File: config.mk
export PLATFORM = sky130hd
export DESIGN_NAME = axi_mmio_slave
export DESIGN_NICKNAME = d
export VERILOG_FILES = /design/src/rtl/axi_mmio_pkg.sv /design/src/rtl/axi_mmio_slave_regfile.sv /design/src/rtl/axi_mmio_slave.sv
export SDC_FILE = /design/constraint.sdc
export NUM_CORES = 1
export LEC_CHECK = 0
export CAP_MARGIN = 30
export CORE_MARGIN = 2
export CORE_UTILIZATION = 50
export CTS_CLUSTER_DIAMETER = 40
export DETAILED_ROUTE_END_ITERATION = 10
export PLACE_DENSITY_LB_ADDON = 0.3
export SLEW_MARGIN = 20
export SYNTH_ARGS = -nofsm -noshare
export SYNTH_HDL_FRONTEND = slang
export SYNTH_HIERARCHICAL = 1
export SYNTH_SLANG_ARGS = --single-unit
export TNS_END_PERCENT = 20
File: constraint.sdc
create_clock -name S_AXI_ACLK -period 4.6 [get_ports S_AXI_ACLK]
set_input_delay 0.46 -clock S_AXI_ACLK [delete_from_list [all_inputs] [get_ports S_AXI_ACLK]]
set_output_delay 0.46 -clock S_AXI_ACLK [all_outputs]
set_load 0.05 [all_outputs]
File: src/rtl/axi_mmio_pkg.sv
// Shared encodings for the MMIO device window: register indices, AXI response
// and burst codes, FSM states and per-beat helper functions.
package axi_mmio_pkg;

  typedef enum logic [1:0] {
    REG_MTIME     = 2'd0,
    REG_MTIMECMP  = 2'd1,
    REG_SERIAL_TX = 2'd2,
    REG_SCRATCH   = 2'd3
  } reg_idx_e;

  localparam logic [1:0] RESP_OKAY   = 2'b00;
  localparam logic [1:0] RESP_SLVERR = 2'b10;
  localparam logic [1:0] RESP_DECERR = 2'b11;

  localparam logic [1:0] BURST_FIXED = 2'b00;
  localparam logic [1:0] BURST_INCR  = 2'b01;
  localparam logic [1:0] BURST_WRAP  = 2'b10;

  localparam logic [2:0] SIZE_8B = 3'd3;

  typedef enum logic {
    R_IDLE,
    R_BURST
  } r_state_e;

  typedef enum logic [1:0] {
    W_IDLE,
    W_DATA,
    W_RESP
  } w_state_e;

  // Address-derived response of one beat; decode failure outranks format errors.
  function automatic logic [1:0] beat_resp(input logic       in_window,
                                           input logic [2:0] byte_off,
                                           input logic [2:0] size,
                                           input logic [1:0] burst);
    if (!in_window) return RESP_DECERR;
    if (byte_off != 3'd0 || size != SIZE_8B || burst == BURST_WRAP) return RESP_SLVERR;
    return RESP_OKAY;
  endfunction

  function automatic logic [63:0] strb_merge(input logic [63:0] old_val,
                                             input logic [63:0] new_val,
                                             input logic [7:0]  strb);
    logic [63:0] merged;
    merged = old_val;
    for (int i = 0; i < 8; i++) begin
      if (strb[i]) merged[8*i +: 8] = new_val[8*i +: 8];
    end
    return merged;
  endfunction

endpackage

File: src/rtl/axi_mmio_slave_regfile.sv
// Device registers: free-running mtime, mtimecmp with registered timer irq,
// scratch, and the serial transmit pulse. Reads are combinational.
module axi_mmio_slave_regfile
  import axi_mmio_pkg::*;
(
  input  logic        clk,
  input  logic        rst_n,
  input  logic [1:0]  rd_addr,
  output logic [63:0] rd_data,
  input  logic        wr_en,
  input  logic [1:0]  wr_addr,
  input  logic [63:0] wr_data,
  input  logic [7:0]  wr_strb,
  output logic        timer_irq,
  output logic        tx_valid,
  output logic [7:0]  tx_data
);

  logic [63:0] mtime;
  logic [63:0] mtimecmp;
  logic [63:0] scratch;

  // NOTE: every always_comb output gets a default first so no path leaves it unassigned (no latch).
  always_comb begin
    rd_data = '0;
    case (rd_addr)
      REG_MTIME:    rd_data = mtime;
      REG_MTIMECMP: rd_data = mtimecmp;
      REG_SCRATCH:  rd_data = scratch;
      default:      rd_data = '0;
    endcase
  end

  // NOTE: sequential state uses non-blocking assignments so every register samples pre-edge values.
  always_ff @(posedge clk or negedge rst_n) begin
    if (!rst_n) begin
      mtime     <= '0;
      mtimecmp  <= '1;
      scratch   <= '0;
      timer_irq <= 1'b0;
      tx_valid  <= 1'b0;
      tx_data   <= '0;
    end else begin
      tx_valid  <= 1'b0;
      timer_irq <= (mtime >= mtimecmp);

      // A software write to mtime replaces that cycle's increment.
      if (wr_en && wr_addr == REG_MTIME) mtime <= strb_merge(mtime, wr_data, wr_strb);
      else                               mtime <= mtime + 64'd1;

      if (wr_en) begin
        case (wr_addr)
          REG_MTIMECMP: mtimecmp <= strb_merge(mtimecmp, wr_data, wr_strb);
          REG_SCRATCH:  scratch  <= strb_merge(scratch, wr_data, wr_strb);
          REG_SERIAL_TX: begin
            if (wr_strb[0]) begin
              tx_valid <= 1'b1;
              tx_data  <= wr_data[7:0];
            end
          end
          default: ;
        endcase
      end
    end
  end

endmodule

File: src/rtl/axi_mmio_slave.sv
// AXI4 responder for the 32-byte device window: independent read and write
// burst FSMs in front of axi_mmio_slave_regfile.
module axi_mmio_slave
  import axi_mmio_pkg::*;
#(
  parameter int C_S_AXI_ID_WIDTH   = 1,
  parameter int C_S_AXI_DATA_WIDTH = 64,
  parameter int C_S_AXI_ADDR_WIDTH = 64,
  parameter logic [C_S_AXI_ADDR_WIDTH-1:0] BASE_ADDR = 64'h0200_0000
) (
  input  logic                            S_AXI_ACLK,
  input  logic                            S_AXI_ARESETn,

  input  logic [C_S_AXI_ID_WIDTH-1:0]     S_AXI_ARID,
  input  logic [C_S_AXI_ADDR_WIDTH-1:0]   S_AXI_ARADDR,
  input  logic [7:0]                      S_AXI_ARLEN,
  input  logic [2:0]                      S_AXI_ARSIZE,
  input  logic [1:0]                      S_AXI_ARBURST,
  input  logic [3:0]                      S_AXI_ARCACHE,
  input  logic [2:0]                      S_AXI_ARPROT,
  input  logic [3:0]                      S_AXI_ARQOS,
  input  logic [3:0]                      S_AXI_ARREGION,
  input  logic                            S_AXI_ARVALID,
  output logic                            S_AXI_ARREADY,

  output logic [C_S_AXI_ID_WIDTH-1:0]     S_AXI_RID,
  output logic [C_S_AXI_DATA_WIDTH-1:0]   S_AXI_RDATA,
  output logic [1:0]                      S_AXI_RRESP,
  output logic                            S_AXI_RLAST,
  output logic                            S_AXI_RVALID,
  input  logic                            S_AXI_RREADY,

  input  logic [C_S_AXI_ID_WIDTH-1:0]     S_AXI_AWID,
  input  logic [C_S_AXI_ADDR_WIDTH-1:0]   S_AXI_AWADDR,
  input  logic [7:0]                      S_AXI_AWLEN,
  input  logic [2:0]                      S_AXI_AWSIZE,
  input  logic [1:0]                      S_AXI_AWBURST,
  input  logic [3:0]                      S_AXI_AWCACHE,
  input  logic [2:0]                      S_AXI_AWPROT,
  input  logic [3:0]                      S_AXI_AWQOS,
  input  logic [3:0]                      S_AXI_AWREGION,
  input  logic                            S_AXI_AWVALID,
  output logic                            S_AXI_AWREADY,

  input  logic [C_S_AXI_DATA_WIDTH-1:0]   S_AXI_WDATA,
  input  logic [C_S_AXI_DATA_WIDTH/8-1:0] S_AXI_WSTRB,
  input  logic                            S_AXI_WLAST,
  input  logic                            S_AXI_WVALID,
  output logic                            S_AXI_WREADY,

  output logic [C_S_AXI_ID_WIDTH-1:0]     S_AXI_BID,
  output logic [1:0]                      S_AXI_BRESP,
  output logic                            S_AXI_BVALID,
  input  logic                            S_AXI_BREADY,

  output logic                            timer_irq,
  output logic                            tx_valid,
  output logic [7:0]                      tx_data
);

  localparam int AW = C_S_AXI_ADDR_WIDTH;
  localparam logic [AW-1:0] BEAT_BYTES = {{(AW-4){1'b0}}, 4'd8};

  // Cache/prot/qos/region carry no meaning for a register window.
  logic unused_inputs;
  assign unused_inputs = ^{S_AXI_ARCACHE, S_AXI_ARPROT, S_AXI_ARQOS, S_AXI_ARREGION,
                           S_AXI_AWCACHE, S_AXI_AWPROT, S_AXI_AWQOS, S_AXI_AWREGION};

  r_state_e r_state;
  w_state_e w_state;

  logic [AW-1:0] r_addr, r_next_addr, rd_cur_addr, rd_off;
  logic [7:0]    r_cnt;
  logic [2:0]    r_size, rd_cur_size;
  logic [1:0]    r_burst, rd_cur_burst, rd_resp;
  logic          rd_in_window;
  logic [63:0]   rf_rd_data;
  logic [C_S_AXI_DATA_WIDTH-1:0] rd_beat_data;

  logic [AW-1:0] w_addr, w_next_addr, w_off;
  logic [7:0]    w_cnt;
  logic [2:0]    w_size;
  logic [1:0]    w_burst, w_addr_resp, w_beat_resp, w_resp_acc, w_resp_next;
  logic          w_in_window, w_len_err, w_hs, wr_en;

  // The beat loaded at a handshake is the AR address when idle, else the next burst address.
  assign r_next_addr = (r_burst == BURST_FIXED) ? r_addr : r_addr + BEAT_BYTES;

  always_comb begin
    rd_cur_addr  = r_next_addr;
    rd_cur_size  = r_size;
    rd_cur_burst = r_burst;
    if (r_state == R_IDLE) begin
      rd_cur_addr  = S_AXI_ARADDR;
      rd_cur_size  = S_AXI_ARSIZE;
      rd_cur_burst = S_AXI_ARBURST;
    end
  end

  assign rd_off       = rd_cur_addr - BASE_ADDR;
  assign rd_in_window = (rd_off[AW-1:5] == '0);
  assign rd_resp      = beat_resp(rd_in_window, rd_off[2:0], rd_cur_size, rd_cur_burst);
  assign rd_beat_data = (rd_resp == RESP_OKAY) ? rf_rd_data : '0;

  always_ff @(posedge S_AXI_ACLK or negedge S_AXI_ARESETn) begin
    if (!S_AXI_ARESETn) begin
      r_state       <= R_IDLE;
      S_AXI_ARREADY <= 1'b0;
      S_AXI_RVALID  <= 1'b0;
      S_AXI_RLAST   <= 1'b0;
      S_AXI_RDATA   <= '0;
      S_AXI_RRESP   <= RESP_OKAY;
      S_AXI_RID     <= '0;
      r_addr        <= '0;
      r_cnt         <= '0;
      r_size        <= '0;
      r_burst       <= '0;
    end else begin
      case (r_state)
        R_IDLE: begin
          S_AXI_ARREADY <= 1'b1;
          if (S_AXI_ARVALID && S_AXI_ARREADY) begin
            S_AXI_RID     <= S_AXI_ARID;
            r_addr        <= S_AXI_ARADDR;
            r_cnt         <= S_AXI_ARLEN;
            r_size        <= S_AXI_ARSIZE;
            r_burst       <= S_AXI_ARBURST;
            S_AXI_ARREADY <= 1'b0;
            S_AXI_RVALID  <= 1'b1;
            S_AXI_RLAST   <= (S_AXI_ARLEN == 8'd0);
            S_AXI_RDATA   <= rd_beat_data;
            S_AXI_RRESP   <= rd_resp;
            r_state       <= R_BURST;
          end
        end
        R_BURST: begin
          if (S_AXI_RREADY) begin
            if (r_cnt == 8'd0) begin
              S_AXI_RVALID  <= 1'b0;
              S_AXI_RLAST   <= 1'b0;
              S_AXI_ARREADY <= 1'b1;
              r_state       <= R_IDLE;
            end else begin
              r_addr      <= r_next_addr;
              r_cnt       <= r_cnt - 8'd1;
              S_AXI_RLAST <= (r_cnt == 8'd1);
              S_AXI_RDATA <= rd_beat_data;
              S_AXI_RRESP <= rd_resp;
            end
          end
        end
      endcase
    end
  end

  assign w_next_addr = (w_burst == BURST_FIXED) ? w_addr : w_addr + BEAT_BYTES;
  assign w_off       = w_addr - BASE_ADDR;
  assign w_in_window = (w_off[AW-1:5] == '0);
  assign w_addr_resp = beat_resp(w_in_window, w_off[2:0], w_size, w_burst);
  assign w_len_err   = S_AXI_WLAST != (w_cnt == 8'd0);
  assign w_beat_resp = (w_addr_resp != RESP_OKAY) ? w_addr_resp :
                       (w_len_err ? RESP_SLVERR : RESP_OKAY);
  assign w_resp_next = (w_resp_acc != RESP_OKAY) ? w_resp_acc : w_beat_resp;
  assign w_hs        = (w_state == W_DATA) && S_AXI_WVALID && S_AXI_WREADY;
  // A length mismatch only affects BRESP; address-level errors suppress the write.
  assign wr_en       = w_hs && (w_addr_resp == RESP_OKAY);

  always_ff @(posedge S_AXI_ACLK or negedge S_AXI_ARESETn) begin
    if (!S_AXI_ARESETn) begin
      w_state       <= W_IDLE;
      S_AXI_AWREADY <= 1'b0;
      S_AXI_WREADY  <= 1'b0;
      S_AXI_BVALID  <= 1'b0;
      S_AXI_BRESP   <= RESP_OKAY;
      S_AXI_BID     <= '0;
      w_addr        <= '0;
      w_cnt         <= '0;
      w_size        <= '0;
      w_burst       <= '0;
      w_resp_acc    <= RESP_OKAY;
    end else begin
      case (w_state)
        W_IDLE: begin
          S_AXI_AWREADY <= 1'b1;
          if (S_AXI_AWVALID && S_AXI_AWREADY) begin
            S_AXI_BID     <= S_AXI_AWID;
            w_addr        <= S_AXI_AWADDR;
            w_cnt         <= S_AXI_AWLEN;
            w_size        <= S_AXI_AWSIZE;
            w_burst       <= S_AXI_AWBURST;
            w_resp_acc    <= RESP_OKAY;
            S_AXI_AWREADY <= 1'b0;
            S_AXI_WREADY  <= 1'b1;
            w_state       <= W_DATA;
          end
        end
        W_DATA: begin
          if (w_hs) begin
            w_resp_acc <= w_resp_next;
            w_addr     <= w_next_addr;
            if (w_cnt != 8'd0) w_cnt <= w_cnt - 8'd1;
            if (S_AXI_WLAST) begin
              S_AXI_WREADY <= 1'b0;
              S_AXI_BVALID <= 1'b1;
              S_AXI_BRESP  <= w_resp_next;
              w_state      <= W_RESP;
            end
          end
        end
        W_RESP: begin
          if (S_AXI_BREADY) begin
            S_AXI_BVALID  <= 1'b0;
            S_AXI_AWREADY <= 1'b1;
            w_state       <= W_IDLE;
          end
        end
        default: w_state <= W_IDLE;
      endcase
    end
  end

  axi_mmio_slave_regfile u_regfile (
    .clk       (S_AXI_ACLK),
    .rst_n     (S_AXI_ARESETn),
    .rd_addr   (rd_off[4:3]),
    .rd_data   (rf_rd_data),
    .wr_en     (wr_en),
    .wr_addr   (w_off[4:3]),
    .wr_data   (S_AXI_WDATA),
    .wr_strb   (S_AXI_WSTRB),
    .timer_irq (timer_irq),
    .tx_valid  (tx_valid),
    .tx_data   (tx_data)
  );

endmodule

==> summary.txt, run 1 <==
Outcome
  • Status: completed

Layout
  • Fin nets: 3,727
  • Design Area, Final: 34,340 um2
  • Post-Layout Cell Count: 4,153
  • Layout cells sized above 1: 17.13%
  • Most frequent cells in the layout: nand2_1 (485), dfrtp_1 (365), clkdlybuf4s50_1 (320)
  • Syn-to-layout area delta: 25.69%
  • Commonest non-fill, non-tap cell in the layout: nand2_1

Place
  • Gpl congestion: 0.9961
  • Placed insts: 3,998
  • IO Port Bufs: 321
  • DP HPWL: 65.94 mm
  • Dpl cell area: 31,400 um2

Logic synthesis
  • Sequential area share after synthesis: 40.32%
  • Synth unique cells: 93
  • Average size of a mapped cell: 8.854 um2
  • Yosys reg bits: 437
  • Post-Syn Area: 27,320 um2
  • Synthesis warning total: 6
  • Number of synthesized flops with an enable pin: 0
  • Post-Syn Nets: 3,424
  • Asr flop ratio synth: 100.0%
  • Mapped Cells: 3,086
  • Most used DFF post-synth: dfrtp_1

Worst setup path
  • Worst EP arrival: 4.97 ns
  • Type of the worst setup path: reg -> reg
  • Cell family with most CP delay: compound AO/OA/AOI/OAI gates
  • Crit-path cells: ha_1 > o21ai_2 > nor4_2 > a21boi_0 > o41ai_2 > o2111ai_2 > or4_4 > buf_4 > o31a_1 > a211oi_1 > nand4_1 > buf_12 > o41ai_2
  • CP Launch Type: flop
  • Most frequent CP cell: o41ai_2
  • CP max FO: 66
  • CP bufs+invs: 2
  • Worst r2r src: r_addr[4]
  • Critical path's slowest cell: or4_4
  • Critical Path End Type: flop
  • Critical Path RT: 5.10 ns
  • Largest stage delay, worst path: 0.61 ns
  • Setup crit start: r_addr[4]

STA
  • Tcrit/Tclk final: 97.25%
  • Tmin final: 4.473 ns
  • Hold Fails Final Rpt: 0
  • Hold Slack: 0.3759 ns
  • Worst Clk Skew: 0.01757 ns
  • Slew HR: 37.79%
  • Finish-stage setup viols: 0
  • Max Clk Rate: 0.2235 GHz
  • Actual slew at the worst max-slew pin: 0.9270 ns
  • Slew Limit Fails: 0

Global route
  • First-pass GRT wire length: 143.9 mm
  • Initial antenna violation count: 2
  • Vias in the first global route: 25,430
  • Overflow after GRT: 0
  • Total track usage: 32.02%
  • Largest net degree at the start of global routing: 117

Routing
  • Residual DRC: 0
  • Via count: 26,410
  • Routed wire length: 91.94 mm
  • Pre-antenna DRT Iters: 7
  • Antenna viol nets, final: 0
  • Routed wire per std cell: 22.14 um
  • Vias/cell: 6.359
  • Starting DRT DRC Count: 2,975

CTS
  • Clock Path Buffers: 3
  • CTS tree: done
  • H-tree Lvls: 3
  • TritonCTS buffer count: 81
  • Worst-path clk slew: 0.05 ns
  • Root Driver: clkbuf_16
  • Clk Latency, worst-skew pair: 0.62 ns
  • CTS Sinks: 437

Floorplan
  • Die ar.: 56,530 um2
  • Die W: 237.8 um
  • Core Footprint: 53,920 um2
  • Die height: 237.8 um
  • Initial Util: 50.67%
  • Row count: 85
  • Top Ports: 352

Min path
  • Hold crit path type: in -> reg
  • Hold_sp: S_AXI_ARID

Power
  • PwrDens: 474.8 nW/um2
  • P_leak: 14.15 nW
  • VDD IR max: 0.4155 mV

Run
  • Max_cap viols: 0
[metal layers]
layer	global-route usage [%]	vias up	wire (um)
met3	6.074	197	7270
li1	-	12010	-
met4	12.12	2	3067
met1	44.67	12960	39790
met5	0	-	16
met2	49.48	1239	41790
[Yosys cell counts, types with 12 or more instances]
library cell	n	share of area, %
buf_2	35	0.64
inv_1	105	1.4
or3_1	29	0.66
nand4_1	83	1.9
dfstp_2	64	6.2
nand3_1	116	2.1
clkbuf_1	128	1.8
nand2b_1	13	0.30
nor4_1	56	1.3
o32ai_1	14	0.45
buf_1	18	0.25
o21a_1	13	0.36
nor3_1	82	1.5
nor2_1	207	2.8
a31oi_1	33	0.76
or4_1	24	0.66
o41ai_2	61	3.6
and4_1	24	0.77
o22ai_1	60	1.4
mux2i_1	81	3.0
a211oi_1	31	0.85
dfrtp_1	373	34
a21oi_1	230	4.2
mux2_2	145	6.0
o21ai_0	214	3.9
or2_2	12	0.27
xnor2_1	20	0.64
a31o_2	12	0.38
a21o_1	16	0.44
o221a_2	13	0.54
nand2_1	487	6.7
and3_1	25	0.57
ha_1	72	3.3
[worst register-to-register path: stages, from the launching register on]
cell and delay, ns:
dfrtp_1 0.45, ha_1 0.25, o21ai_2 0.10, nor4_2 0.49
a21boi_0 0.20, o41ai_2 0.38, o2111ai_2 0.29, or4_4 0.61
buf_4 0.16, o31a_1 0.23, a211oi_1 0.21, nand4_1 0.18
buf_12 0.26, o41ai_2 0.53
[final timing paths]
check,endpoint,slack (ns),cells past startpoint
max,S_AXI_RDATA[10],0.13,13
min,S_AXI_RID,0.38,3
max reg2reg,S_AXI_RDATA[10],0.13,13
min reg2reg,r_addr[0],0.47,2
max in group asynchronous,S_AXI_RDATA[61],3.00,3
min in group asynchronous,r_addr[20],0.49,2
[state kept, by name (all words and copies together) (netlist names), 2 cells and up]
name and count:
u_regfile/tx_data 8, u_regfile/mtime 64, S_AXI_RRESP 2, w_cnt 8, w_burst 2, S_AXI_RDATA 64
r_size 3, r_burst 2, w_state 2, S_AXI_BRESP 2, r_cnt 8, w_addr 64
u_regfile/scratch 64, w_size 3, w_resp_acc 2, r_addr 64, u_regfile/mtimecmp 64
[kinds of logic after synthesis]
kind of cell,after synthesis,share of synthesized area [%]
multiplexers,226,8.944
AND/OR/NAND/NOR,1225,21.84
AO/OA/AOI/OAI,801,20.17
XOR/XNOR,27,0.8655
adder cells (fa/ha/maj),72,3.297
buffers and inverters,298,4.566
flip-flops,437,40.32
[stage by stage]
| step | TNS [ns] | setup WS, ns | total power [mW] | util [%] |
|---|---|---|---|---|
| final | 0 | 0.1266 | 16.31 | 63.69 |
| after global routing | -0.01770 | -0.01548 | 17.05 | 63.69 |
| after CTS | 0 | 0.03259 | 16.25 | 63.52 |
| after detailed placement | 0 | 0.08229 | 9.950 | 58.22 |
| after global placement | 0 | 0.1903 | 9.827 | 58.22 |
| after floorplan | 0 | 0.2778 | 8.176 | - |
[what timing repair did]
item | in CTS | in global routing
hold buffers | 1 | 0
setup buffers | 0 | 1
endpoints found under the setup margin | 0 | 66
endpoints found under the hold margin | 76 | 0
gates resized for setup | 0 | 20
[where the power goes]
group          internal (mW)  switching [mW]  total (mW)
Clock                   4.10            2.14        6.24
Sequential              4.20           0.526        4.72
Combinational           1.85            3.50        5.35
[final cells by class]
class,instances,area [um2]
Timing Repair Buffer,412,4001
Antenna cell,1,2.502
Sequential cell,437,11030
Inverter,106,397.9
Tap cell,696,870.8
Multi-Input combinational cell,2351,15200
Clock inverter,45,636.9
Clock buffer,105,2208
Fill cell,4381,19580
Power figures use the tool's default switching activity.
==> run 2: changes to the inputs <==
Settings changed: CORE_UTILIZATION 50 to 51, SLEW_MARGIN 20 to 30.
==> run 2 against run 1 <==
Effect of this change:
- core utilization up 2.0 points
- critical path depth down 1
- via count grew 0.33%
- sequential cell count unchanged
- fmax fell by 1.3%
- non-clock buffer count rose by 4
- critical endpoint is now S_AXI_RDATA[36]
- highest routed layer unchanged
==> summary.txt, run 2 (same netlist as run 1, synthesis figures left out) <==
Outcome
  • Status: completed

Layout
  • Fin nets: 3,729 (+0.054%)
  • Syn-to-layout area delta: 26.78%
  • Fill cells: 4,156 (-5.1%)
  • Commonest non-fill, non-tap cell in the layout: nand2_1
  • Most frequent cells in the layout: nand2_1 (485), dfrtp_1 (370), clkdlybuf4s50_1 (320)
  • Layout cells sized above 1: 17.47% (+0.34 points)

Worst setup path
  • Critical Path RT: 5.08 ns (-0.02 ns)
  • Critical path's slowest cell: or4_1
  • Cell family with most CP delay: simple AND/OR/NAND/NOR gates
  • Type of the worst setup path: reg -> reg
  • Worst EP arrival: 5.01 ns (+0.04 ns)
  • Crit-path cells: nand4_1 > or3_1 > or4_4 > mux2i_1 > or3_1 > buf_4 > or3_1 > or4_1 > o21ai_1 > nand2_4 > buf_12 > o41ai_1
  • Largest stage delay, worst path: 0.54 ns (-0.07 ns)
  • CP bufs+invs: 2 (unchanged)
  • CP max FO: 41 (-38%)
  • CP Launch Type: flop
  • Critical Path End Type: flop
  • Internal reg-to-reg setup slack: 0.07 ns (-0.06 ns)
  • Most frequent CP cell: or3_1

Place
  • Gpl congestion: 0.9800 (-1.6%)
  • DP HPWL: 66.37 mm (+0.65%)
  • IO Port Bufs: 321 (unchanged)
  • Post-place setup slack: 0.02408 ns (-0.05821 ns)

Global route
  • First-pass GRT wire length: 146.9 mm (+2.0%)
  • Vias in the first global route: 25,760 (+1.3%)
  • Overflow after GRT: 0 (unchanged)
  • Largest net degree at the start of global routing: 120 (+2.6%)
  • Total track usage: 33.12% (+1.1 points)
  • Initial antenna violation count: 8 (+6)

Floorplan
  • Die ar.: 55,440 um2 (-1.9%)
  • Die height: 235.5 um (-0.97%)
  • Core Footprint: 52,760 um2 (-2.2%)
  • Row count: 84 (-1.2%)
  • Top Ports: 352 (unchanged)
  • Die W: 235.5 um (-0.97%)
  • Initial Util: 51.79% (+1.1 points)

STA
  • Final setup TNS: 0 ns (unchanged)
  • Hold Fails Final Rpt: 0 (unchanged)
  • Final WS setup: 0.06838 ns (-0.05826 ns)
  • Max Clk Rate: 0.2207 GHz (-1.3%)
  • Tcrit/Tclk final: 98.51% (+1.3 points)
  • RSZ-0062 raised after global routing: false
  • Tmin final: 4.532 ns (+0.05826 ns)
  • Actual slew at the worst max-slew pin: 1.011 ns (+0.08407 ns)
  • Slew Limit Fails: 0 (unchanged)
  • Finish-stage setup viols: 0 (unchanged)
  • Worst Clk Skew: 0.01949 ns (+0.001928 ns)
  • Slew HR: 32.35% (-5.4 points)

CTS
  • Worst-path clk slew: 0.05 ns (about the same)
  • TritonCTS buffer count: 79 (-2.5%)
  • Clk Latency, worst-skew pair: 0.62 ns (about the same)
  • Clock Path Buffers: 3 (unchanged)
  • H-tree Lvls: 3 (unchanged)
  • CTS tree: done
  • CTS Sinks: 437 (unchanged)
  • Root Driver: clkbuf_16

Run
  • Max_cap viols: 0 (unchanged)

Routing
  • Routed wire per std cell: 22.47 um (+1.5%)
  • Pre-antenna DRT Iters: 6 (-1)
  • Wl on met1: 40.00 mm (+0.52%)
  • Wire length on met2: 42.08 mm (+0.70%)
  • Starting DRT DRC Count: 2,609 (-12%)
  • Metal3 WL: 7.663 mm (+5.4%)
  • Routed wire length: 93.33 mm (+1.5%)
  • Antenna viol nets, final: 0 (unchanged)
  • Via count: 26,500 (+0.33%)
  • Vias/cell: 6.380 (+0.33%)
  • Residual DRC: 0 (unchanged)
  • Max Used Layer: met5

Power
  • VDD IR max: 0.5439 mV (+31%)
  • PwrDens: 484.2 nW/um2 (+2.0%)
  • P_leak: 14.24 nW (+0.62%)

Min path
  • Hold crit path type: in -> async
==> run 2: changes by cell type in the layout (fill, tap and decap cells not counted), moves of 3 or more <==
cell,previous run,this run
bufinv_16,12,18
dfrtp_2,7,2
inv_8,4,0
clkinv_4,3,9
clkinvlp_4,5,15
inv_6,6,3
diode_2,1,7
buf_12,8,11
dfrtp_1,365,370
clkbuf_1,16,1
clkinv_2,13,9
==> run 2: worst reg2reg max path, cell delays in order (launching register included) <==
cell and delay [ns]:
dfrtp_1 0.51, nand4_1 0.19, or3_1 0.48, or4_4 0.50, mux2i_1 0.17, or3_1 0.40
buf_4 0.18, or3_1 0.43, or4_1 0.55, o21ai_1 0.25, nand2_4 0.10, buf_12 0.19
o41ai_1 0.46
==> run 2: area by class of cell <==
type	instances	area, um2	share of cell area, %
diodes	7	17.52	0.05057
clock buffers	90	2152	6.213
clock inverters	58	885.9	2.557
inverters	106	397.9	1.149
multi-input cells	2351	15190	43.84
flip-flops and latches	437	11020	31.82
well taps	688	860.8	2.485
repair buffers	416	4115	11.88
==> run 2: where the power goes <==
| part | internal (mW) | switching [mW] |
|---|---|---|
| sequential | 4.19 | 0.544 |
| combinational | 1.91 | 3.51 |
| clock | 4.41 | 2.21 |
| total | 10.5 | 6.26 |
==> run 2: layer usage <==
| layer | vias to the layer above | global-route usage (%) |
|---|---|---|
| met4 | 2 | 13.38 |
| li1 | 12050 | - |
| met5 | - | 0 |
| met2 | 1305 | 50.87 |
| met1 | 12920 | 45.87 |
| met3 | 225 | 6.801 |
==> run 2: final timing paths <==
kind                            cells after the start                     to       startpoint
worst min-delay path                                2             r_addr[25]    S_AXI_ARESETn
worst max register to register                     12        S_AXI_RDATA[36]       r_addr[25]
max in group asynchronous                           4  u_regfile/scratch[11]    S_AXI_ARESETn
worst max-delay path                               12        S_AXI_RDATA[36]       r_addr[25]
worst min register to register                      2        S_AXI_RDATA[48]  S_AXI_RDATA[48]
min in group S_AXI_ACLK                             3              S_AXI_RID       S_AXI_ARID
==> run 2: what timing repair did <==
action | CTS | global route
pin swaps | 1 | 0
buffers inserted | 2 | 0
endpoints found under the hold margin | 43 | 0
setup endpoints to repair | 1 | 66
resized for setup | 0 | 13
hold buffers | 1 | 0
==> run 2: metrics by stage <==
| step | power (mW) | hold WS, ns | util (%) | cell area [um2] | instances |
|---|---|---|---|---|---|
| floorplan | 8.176 | 0.1644 | - | 27320 | 3086 |
| global route | 17.47 | 0.3375 | 65.65 | 34640 | 4153 |
| CTS | 16.71 | 0.3705 | 65.42 | 34520 | 4144 |
| finish | 16.77 | 0.3221 | 65.65 | 34640 | 4153 |
| detailed placement | 10.05 | 0.4644 | 59.62 | 31460 | 3993 |
| global placement | 9.944 | 0.4517 | 59.60 | 31450 | 3993 |
